===== src/rtl/host_pkg.sv =====
// Shared definitions for the host-side transmit path: scheduler states,
// the tag header base and the source-count ceiling.
package host_pkg;

    localparam logic [7:0] TAG_BASE = 8'hA0;
    localparam int         MAX_SRCS = 16;

    typedef enum logic [1:0] {
        ST_IDLE = 2'd0,
        ST_TAG  = 2'd1,
        ST_SEND = 2'd2
    } state_t;

    // Header byte announcing which source owns the following burst.
    function automatic logic [7:0] tag_byte(input logic [3:0] idx);
        return TAG_BASE | {4'h0, idx};
    endfunction

endpackage


===== src/rtl/out_sched_if.sv =====
// Producer-side and ft2232-side signals of the output scheduler, bundled as one port.
// Handshakes: a source holds src_req_i while src_data_i is valid; a src_sel_o pulse
// means that byte was consumed this cycle. out_o is valid while out_req_o=1 and is
// taken in any cycle where out_ack_i=1 together with out_req_o=1.
interface out_sched_if
    import host_pkg::*;
#(
    parameter int N_SRCS = 2
);
    logic [8*N_SRCS-1:0] src_data_i;
    logic [N_SRCS-1:0]   src_req_i;
    logic [N_SRCS-1:0]   src_sel_o;
    logic [N_SRCS-1:0]   grant_o;
    logic [7:0]          out_o;
    logic                out_req_o;
    logic                out_ack_i;
    state_t              state_o;

    modport slave (
        input  src_data_i, src_req_i, out_ack_i,
        output src_sel_o, grant_o, out_o, out_req_o, state_o
    );

    modport master (
        output src_data_i, src_req_i, out_ack_i,
        input  src_sel_o, grant_o, out_o, out_req_o, state_o
    );
endinterface


===== src/rtl/rr_pick.sv =====
// Combinational round-robin priority encoder: returns the first requester
// found scanning last_i+1, last_i+2, ... modulo N_REQ.
module rr_pick #(
    parameter int N_REQ = 2,
    parameter int IDX_W = $clog2(N_REQ) + 1
) (
    input  logic [N_REQ-1:0] req_i,
    input  logic [IDX_W-1:0] last_i,
    output logic [IDX_W-1:0] idx_o,
    output logic             any_o
);
    logic [IDX_W-1:0] start;
    logic [N_REQ-1:0] rot;
    logic [IDX_W:0]   off;
    logic [IDX_W:0]   sum;

    always_comb begin
        start = (last_i == IDX_W'(N_REQ - 1)) ? '0 : last_i + IDX_W'(1);
        // Rotate so bit 0 is the highest-priority position.
        rot   = N_REQ'({req_i, req_i} >> start);
        off   = '0;
        for (int j = N_REQ - 1; j >= 0; j--) begin
            if (rot[j]) begin
                off = (IDX_W + 1)'(j);
            end
        end
        sum   = {1'b0, start} + off;
        idx_o = (sum >= (IDX_W + 1)'(N_REQ)) ? IDX_W'(sum - (IDX_W + 1)'(N_REQ)) : IDX_W'(sum);
        any_o = |req_i;
    end
endmodule


===== src/rtl/out_sched.sv =====
// Round-robin scheduler sharing the ft2232 transmit byte stream between N_SRCS producers.
// Define OUT_SCHED_TAG_EN to prefix every grant with a 0xA0|src header byte.
module out_sched
    import host_pkg::*;
#(
    parameter int N_SRCS    = 2,
    parameter int BURST_MAX = 64
) (
    input  logic       clk_i,
    input  logic       reset_i,
    out_sched_if.slave bus
);
    localparam int IDX_W = $clog2(N_SRCS) + 1;
    localparam int CNT_W = $clog2(BURST_MAX + 1);

    state_t            state_q;
    logic [IDX_W-1:0]  cur_src_q;
    logic [IDX_W-1:0]  last_src_q;
    logic [CNT_W-1:0]  burst_cnt_q;
    logic [N_SRCS-1:0] grant_q;

    logic [IDX_W-1:0]  pick_idx;
    logic              pick_any;
    logic              cur_req;
    logic [7:0]        cur_data;
    logic              last_beat;
    logic              out_req;
    logic [7:0]        out_byte;
    logic [N_SRCS-1:0] sel;

    rr_pick #(
        .N_REQ (N_SRCS),
        .IDX_W (IDX_W)
    ) u_pick (
        .req_i  (bus.src_req_i),
        .last_i (last_src_q),
        .idx_o  (pick_idx),
        .any_o  (pick_any)
    );

    always_comb begin
        cur_req  = 1'b0;
        cur_data = 8'h00;
        for (int k = 0; k < N_SRCS; k++) begin
            if (cur_src_q == IDX_W'(k)) begin
                cur_req  = bus.src_req_i[k];
                cur_data = bus.src_data_i[8*k +: 8];
            end
        end
    end

    assign last_beat = ({1'b0, burst_cnt_q} + (CNT_W + 1)'(1)) == (CNT_W + 1)'(BURST_MAX);

    // Outputs decode registered state plus the owner's request; ack only drives src_sel_o.
    always_comb begin
        out_req  = 1'b0;
        out_byte = 8'h00;
        sel      = '0;
        case (state_q)
`ifdef OUT_SCHED_TAG_EN
            ST_TAG: begin
                out_req  = 1'b1;
                out_byte = tag_byte(4'(cur_src_q));
            end
`endif
            ST_SEND: begin
                if (cur_req) begin
                    out_req  = 1'b1;
                    out_byte = cur_data;
                    for (int k = 0; k < N_SRCS; k++) begin
                        sel[k] = bus.out_ack_i && (cur_src_q == IDX_W'(k));
                    end
                end
            end
            default: ;
        endcase
    end

    always_ff @(posedge clk_i or posedge reset_i) begin
        if (reset_i) begin
            state_q     <= ST_IDLE;
            cur_src_q   <= '0;
            last_src_q  <= IDX_W'(N_SRCS - 1);
            burst_cnt_q <= '0;
            grant_q     <= '0;
        end else begin
            case (state_q)
                ST_IDLE: begin
                    if (pick_any) begin
                        cur_src_q   <= pick_idx;
                        burst_cnt_q <= '0;
                        grant_q     <= N_SRCS'(1) << pick_idx;
`ifdef OUT_SCHED_TAG_EN
                        state_q     <= ST_TAG;
`else
                        state_q     <= ST_SEND;
`endif
                    end
                end
`ifdef OUT_SCHED_TAG_EN
                ST_TAG: begin
                    if (bus.out_ack_i) begin
                        state_q <= ST_SEND;
                    end
                end
`endif
                ST_SEND: begin
                    // A released request or a full burst both hand the rotation onward.
                    if (!cur_req) begin
                        last_src_q <= cur_src_q;
                        state_q    <= ST_IDLE;
                        grant_q    <= '0;
                    end else if (bus.out_ack_i) begin
                        burst_cnt_q <= burst_cnt_q + CNT_W'(1);
                        if (last_beat) begin
                            last_src_q <= cur_src_q;
                            state_q    <= ST_IDLE;
                            grant_q    <= '0;
                        end
                    end
                end
                default: begin
                    state_q <= ST_IDLE;
                    grant_q <= '0;
                end
            endcase
        end
    end

    assign bus.out_req_o = out_req;
    assign bus.out_o     = out_byte;
    assign bus.src_sel_o = sel;
    assign bus.grant_o   = grant_q;
    assign bus.state_o   = state_q;
endmodule

===== src/flat_wrapper.sv =====
// flat-port wrapper written by rule: the top's interface ports become plain ports
module out_sched_flat import host_pkg::*;
#(
    parameter int N_SRCS    = 2,
    parameter int BURST_MAX = 64
)
  (clk_i, reset_i, bus_src_data_i, bus_src_req_i, bus_out_ack_i, bus_src_sel_o, bus_grant_o, bus_out_o, bus_out_req_o, bus_state_o);
  out_sched_if #(.N_SRCS(N_SRCS)) bus_i ();
  input  logic clk_i;
  input  logic reset_i;
  input wire logic [$bits(bus_i.src_data_i)-1:0] bus_src_data_i;
  input wire logic [$bits(bus_i.src_req_i)-1:0] bus_src_req_i;
  input wire logic [$bits(bus_i.out_ack_i)-1:0] bus_out_ack_i;
  output wire logic [$bits(bus_i.src_sel_o)-1:0] bus_src_sel_o;
  output wire logic [$bits(bus_i.grant_o)-1:0] bus_grant_o;
  output wire logic [$bits(bus_i.out_o)-1:0] bus_out_o;
  output wire logic [$bits(bus_i.out_req_o)-1:0] bus_out_req_o;
  output wire logic [$bits(bus_i.state_o)-1:0] bus_state_o;
  assign bus_i.src_data_i = bus_src_data_i;
  assign bus_i.src_req_i = bus_src_req_i;
  assign bus_i.out_ack_i = bus_out_ack_i;
  assign bus_src_sel_o = bus_i.src_sel_o;
  assign bus_grant_o = bus_i.grant_o;
  assign bus_out_o = bus_i.out_o;
  assign bus_out_req_o = bus_i.out_req_o;
  assign bus_state_o = bus_i.state_o;
  out_sched #(.N_SRCS(N_SRCS), .BURST_MAX(BURST_MAX)) u_core (.clk_i(clk_i), .reset_i(reset_i), .bus(bus_i));
endmodule

===== config.mk =====
export PLATFORM = sky130hd
export DESIGN_NAME = out_sched_flat
export DESIGN_NICKNAME = d
export VERILOG_FILES = /design/src/rtl/host_pkg.sv /design/src/rtl/out_sched_if.sv /design/src/rtl/rr_pick.sv /design/src/rtl/out_sched.sv /design/src/flat_wrapper.sv
export SDC_FILE = /design/constraint.sdc
export NUM_CORES = 1
export LEC_CHECK = 0
export ABC_AREA = 1
export ABC_CLOCK_PERIOD_IN_PS = 2400
export CORE_ASPECT_RATIO = 1.75
export CORE_MARGIN = 2
export CORE_UTILIZATION = 45
export CTS_CLUSTER_SIZE = 14
export DETAILED_ROUTE_END_ITERATION = 6
export DONT_BUFFER_PORTS = 1
export PLACE_DENSITY_LB_ADDON = 0.15
export RECOVER_POWER = 50
export REMOVE_ABC_BUFFERS = 1
export SYNTH_ARGS = -nofsm -noshare
export SYNTH_HDL_FRONTEND = slang
export SYNTH_SLANG_ARGS = --single-unit

===== constraint.sdc =====
create_clock -name clk_i -period 2.4 [get_ports clk_i]
set_input_delay 0.12 -clock clk_i [delete_from_list [all_inputs] [get_ports clk_i]]
set_output_delay 0.12 -clock clk_i [all_outputs]
set_load 0.01 [all_outputs]

==> summary.md <==
| Metric | Value |
|---|---|
| Drt first pass iters | 6 |
| Reg2reg path depth | 10 |
| Floorplan row count | 23 |
| Worst slew pin tran | about 0.55 ns |
| Pwr Density | around 1100 mW/mm² |
| Final Cycle Share | 87.1% |
| CTS sink cnt | 14 |
| Worst EP required | ~2.3 ns |
| Outcome | complete, no violations |
| Vias in the first global route | just over 900 |
| Port bufs | 0 |
| Die area | between 0.002 and 0.003 mm² |
| Hold_buf cts | 1 |
| Root Buffer Master | clkbuf_8 |
| Gr usage total | 20.0% |
| Number of setup buffers added after CTS | 0 |
| Delay-heaviest family, CP | simple AND/OR/NAND/NOR gates |
| Core ar. | 0.00230 mm² |
| Bufs and invs on worst path | 2 |
| Fin. Hold Viols | 0 |
| Via count | 1001 |
| YS warnings | 0 |
| Avg Cell Area, Syn | 7.48 µm² |
| Post-synth ARST share | 100% |
| CTS Buf Count | 3 |
| Die Width | 41.1 µm |
| Crit path max fanout | 11 |
| Largest net degree at the start of global routing | 21 |
| Worst setup EP type | output pin |
| Max Cap Viol | 0 |
| HP Class | in2reg |
| Critical Path Stages | 7 |
| Critical path, cell by cell | inv_1, nand2_4, o22ai_4, nand2_4, inv_6, nand2_4, nor2_1 |
| Avg WL per Cell | 14.8 µm |
| Startpoint types | flop |
| Slowest CP cell | dfrtp_1 |
| Worst-Skew Late Latency | 0.25 ns |
| Fraction of layout instances using a drive strength above 1 | 13.2% |
| Mapped Area | between 0.001 and 0.0015 mm² |
| Antenna Nets Post-Route | 0 |
| Initial Util | around 47% |
| Fmax achieved | 478 MHz |
| Fin Setup TNS | 0 ns |
| Tmin final | 2.09 ns |
| Die height | 69.0 µm |
| Most used cell, CP | nand2_4 |
| Post-synthesis sequential area ratio | around a third |
| Clock Skew | 0.00651 ns |
| Initial antenna violation count | 0 |
| Yosys cell types | 30 |
| Grt total ovfl | 0 |
| Number of synthesized flops with an enable pin | 0 |
| DRC errors left | 0 |
| Max-slew violation count | 0 |
| Final setup fails | 0 |
| ANT cells | 0 |
| Clock-pin slew on the worst setup and hold paths | 0.06 ns |
| Worst Setup Path Type | reg2out |
| CTS tree | built |
| Rel. slew slack | around 63% |
| Final wirelength | 2.50 mm |
| RSZ-0062 raised after global routing | false |
| Synth Instances | between 100 and 150 |
| P_leak | 0.538 nW |
| DP HPWL | 1.97 mm |
| Post-CTS Resized | 0 |
| Layout area overhead | 4.96% |
| Yosys reg bits | 14 |
| Final net count | 170 |
| Via-per-instance ratio | 5.92 |
| First-pass GRT wire length | approximately 3.8 mm |
| GPL Wtd Cong | 0.835 |
| Most used flip-flop cell after synthesis | dfrtp_1 |
| Slowest stage delay, CP | ~0.5 ns |
| Hold slack | a little under 0.002 ns |
| Ports | 36 |
| Worst EP arrival | 1.97 ns |
| Peak supply drop | 0.541 mV |
| Initial DRC Count | 21 |
| Clock buffer depth | 2 |
| CTS H-tree depth | 1 |
| Hold depth | 2 |
state kept, by name (all words and copies together), names as in the netlist:
signal / flops
u_core.burst_cnt_q: 7
u_core.bus.grant_o: 2
u_core.last_src_q: 2
u_core.cur_src_q: 2
u_core.bus.state_o: 1
final timing paths:
path	from	to	slack, ns
max in group asynchronous	reset_i	u_core.last_src_q[0]$_DFFE_PP1P_	1.67
worst min register to register	u_core.last_src_q[1]$_DFFE_PP0P_	u_core.last_src_q[1]$_DFFE_PP0P_	0.49
worst min-delay path	bus_out_ack_i	u_core.burst_cnt_q[1]$_DFFE_PP0P_	0.002
min in group asynchronous	reset_i	u_core.burst_cnt_q[0]$_DFFE_PP0P_	0.36
worst max register to register	u_core.last_src_q[0]$_DFFE_PP1P_	u_core.bus.grant_o[1]$_DFFE_PP0P_	0.34
worst max-delay path	u_core.cur_src_q[0]$_DFFE_PP0P_	bus_src_sel_o[1]	0.31
power by group:
| part | leakage [nW] | internal [mW] | switching [mW] | total, mW |
|---|---|---|---|---|
| logic | 0.327 | 0.199 | 0.423 | 0.622 |
| registers | 0.183 | 0.304 | 0.103 | 0.407 |
| clock network | 0.0288 | 0.146 | 0.0899 | 0.236 |
per-layer routing:
layer | part of all wire, % | up-vias | track usage [%]
li1 | - | 486 | -
met1 | 37 | 468 | 18.5
met2 | 54 | 39 | 38.1
met3 | 6.1 | 8 | 1.60
met4 | 2.9 | 0 | 12.1
met5 | 0 | - | 0
cell families (layout without fill, tap and decap cells):
group	count (synthesis)	in the layout	synth area share, %
other	1	1	0.346
AND/OR/NAND/NOR	72	72	34.4
flip-flops	14	14	32.4
adder cells (fa/ha/maj)	4	4	4.61
AO/OA/AOI/OAI	28	28	17.0
buffers and inverters	26	25	11.3
cells in the final DEF, fill, tap and decap left out, drive strengths merged:
master       instances
nand3               32
nand2               25
inv                 20
dfrtp               13
a21oi               11
o21ai               11
nor2                 8
nand4                4
ha                   4
clkbuf               4
nor3                 2
o21bai               2
o31ai                2
o22ai                1
o211ai               1
or2                  1
conb                 1
dlygate4sd3          1
dfstp                1
stage by stage:
step | instances | utilization (%) | setup WS, ns | instance area, µm² | power, mW
after global placement | 164 | 46.6 | 0.475 | 1070 | 1.02
after detailed placement | 164 | 46.6 | 0.377 | 1070 | 1.04
after floorplan | 139 | - | 0.563 | 1040 | 0.909
final | 169 | 49.5 | 0.308 | 1140 | 1.26
after global routing | 169 | 49.5 | 0.107 | 1140 | 1.39
after CTS | 169 | 49.5 | 0.361 | 1140 | 1.28
area by class of cell:
class                           count  area [µm²]
Fill cell                         251        1160
Sequential cell                    14         352
Inverter                           20        80.1
Timing Repair Buffer                1        10.0
Multi-Input combinational cell    105         611
Clock buffer                        4        55.1
Tap cell                           25        31.3
cells in the mapped netlist, drive strengths merged (4+ instances only):
master	instances	area share, %
nor2	8	2.8
dfrtp	13	30
nand4	4	2.3
ha	4	4.6
nand3	32	16
a21oi	11	5.4
inv	20	7.4
o21ai	11	5.4
buf	4	3.2
nand2	25	12
(Power assumes the default switching activity.)
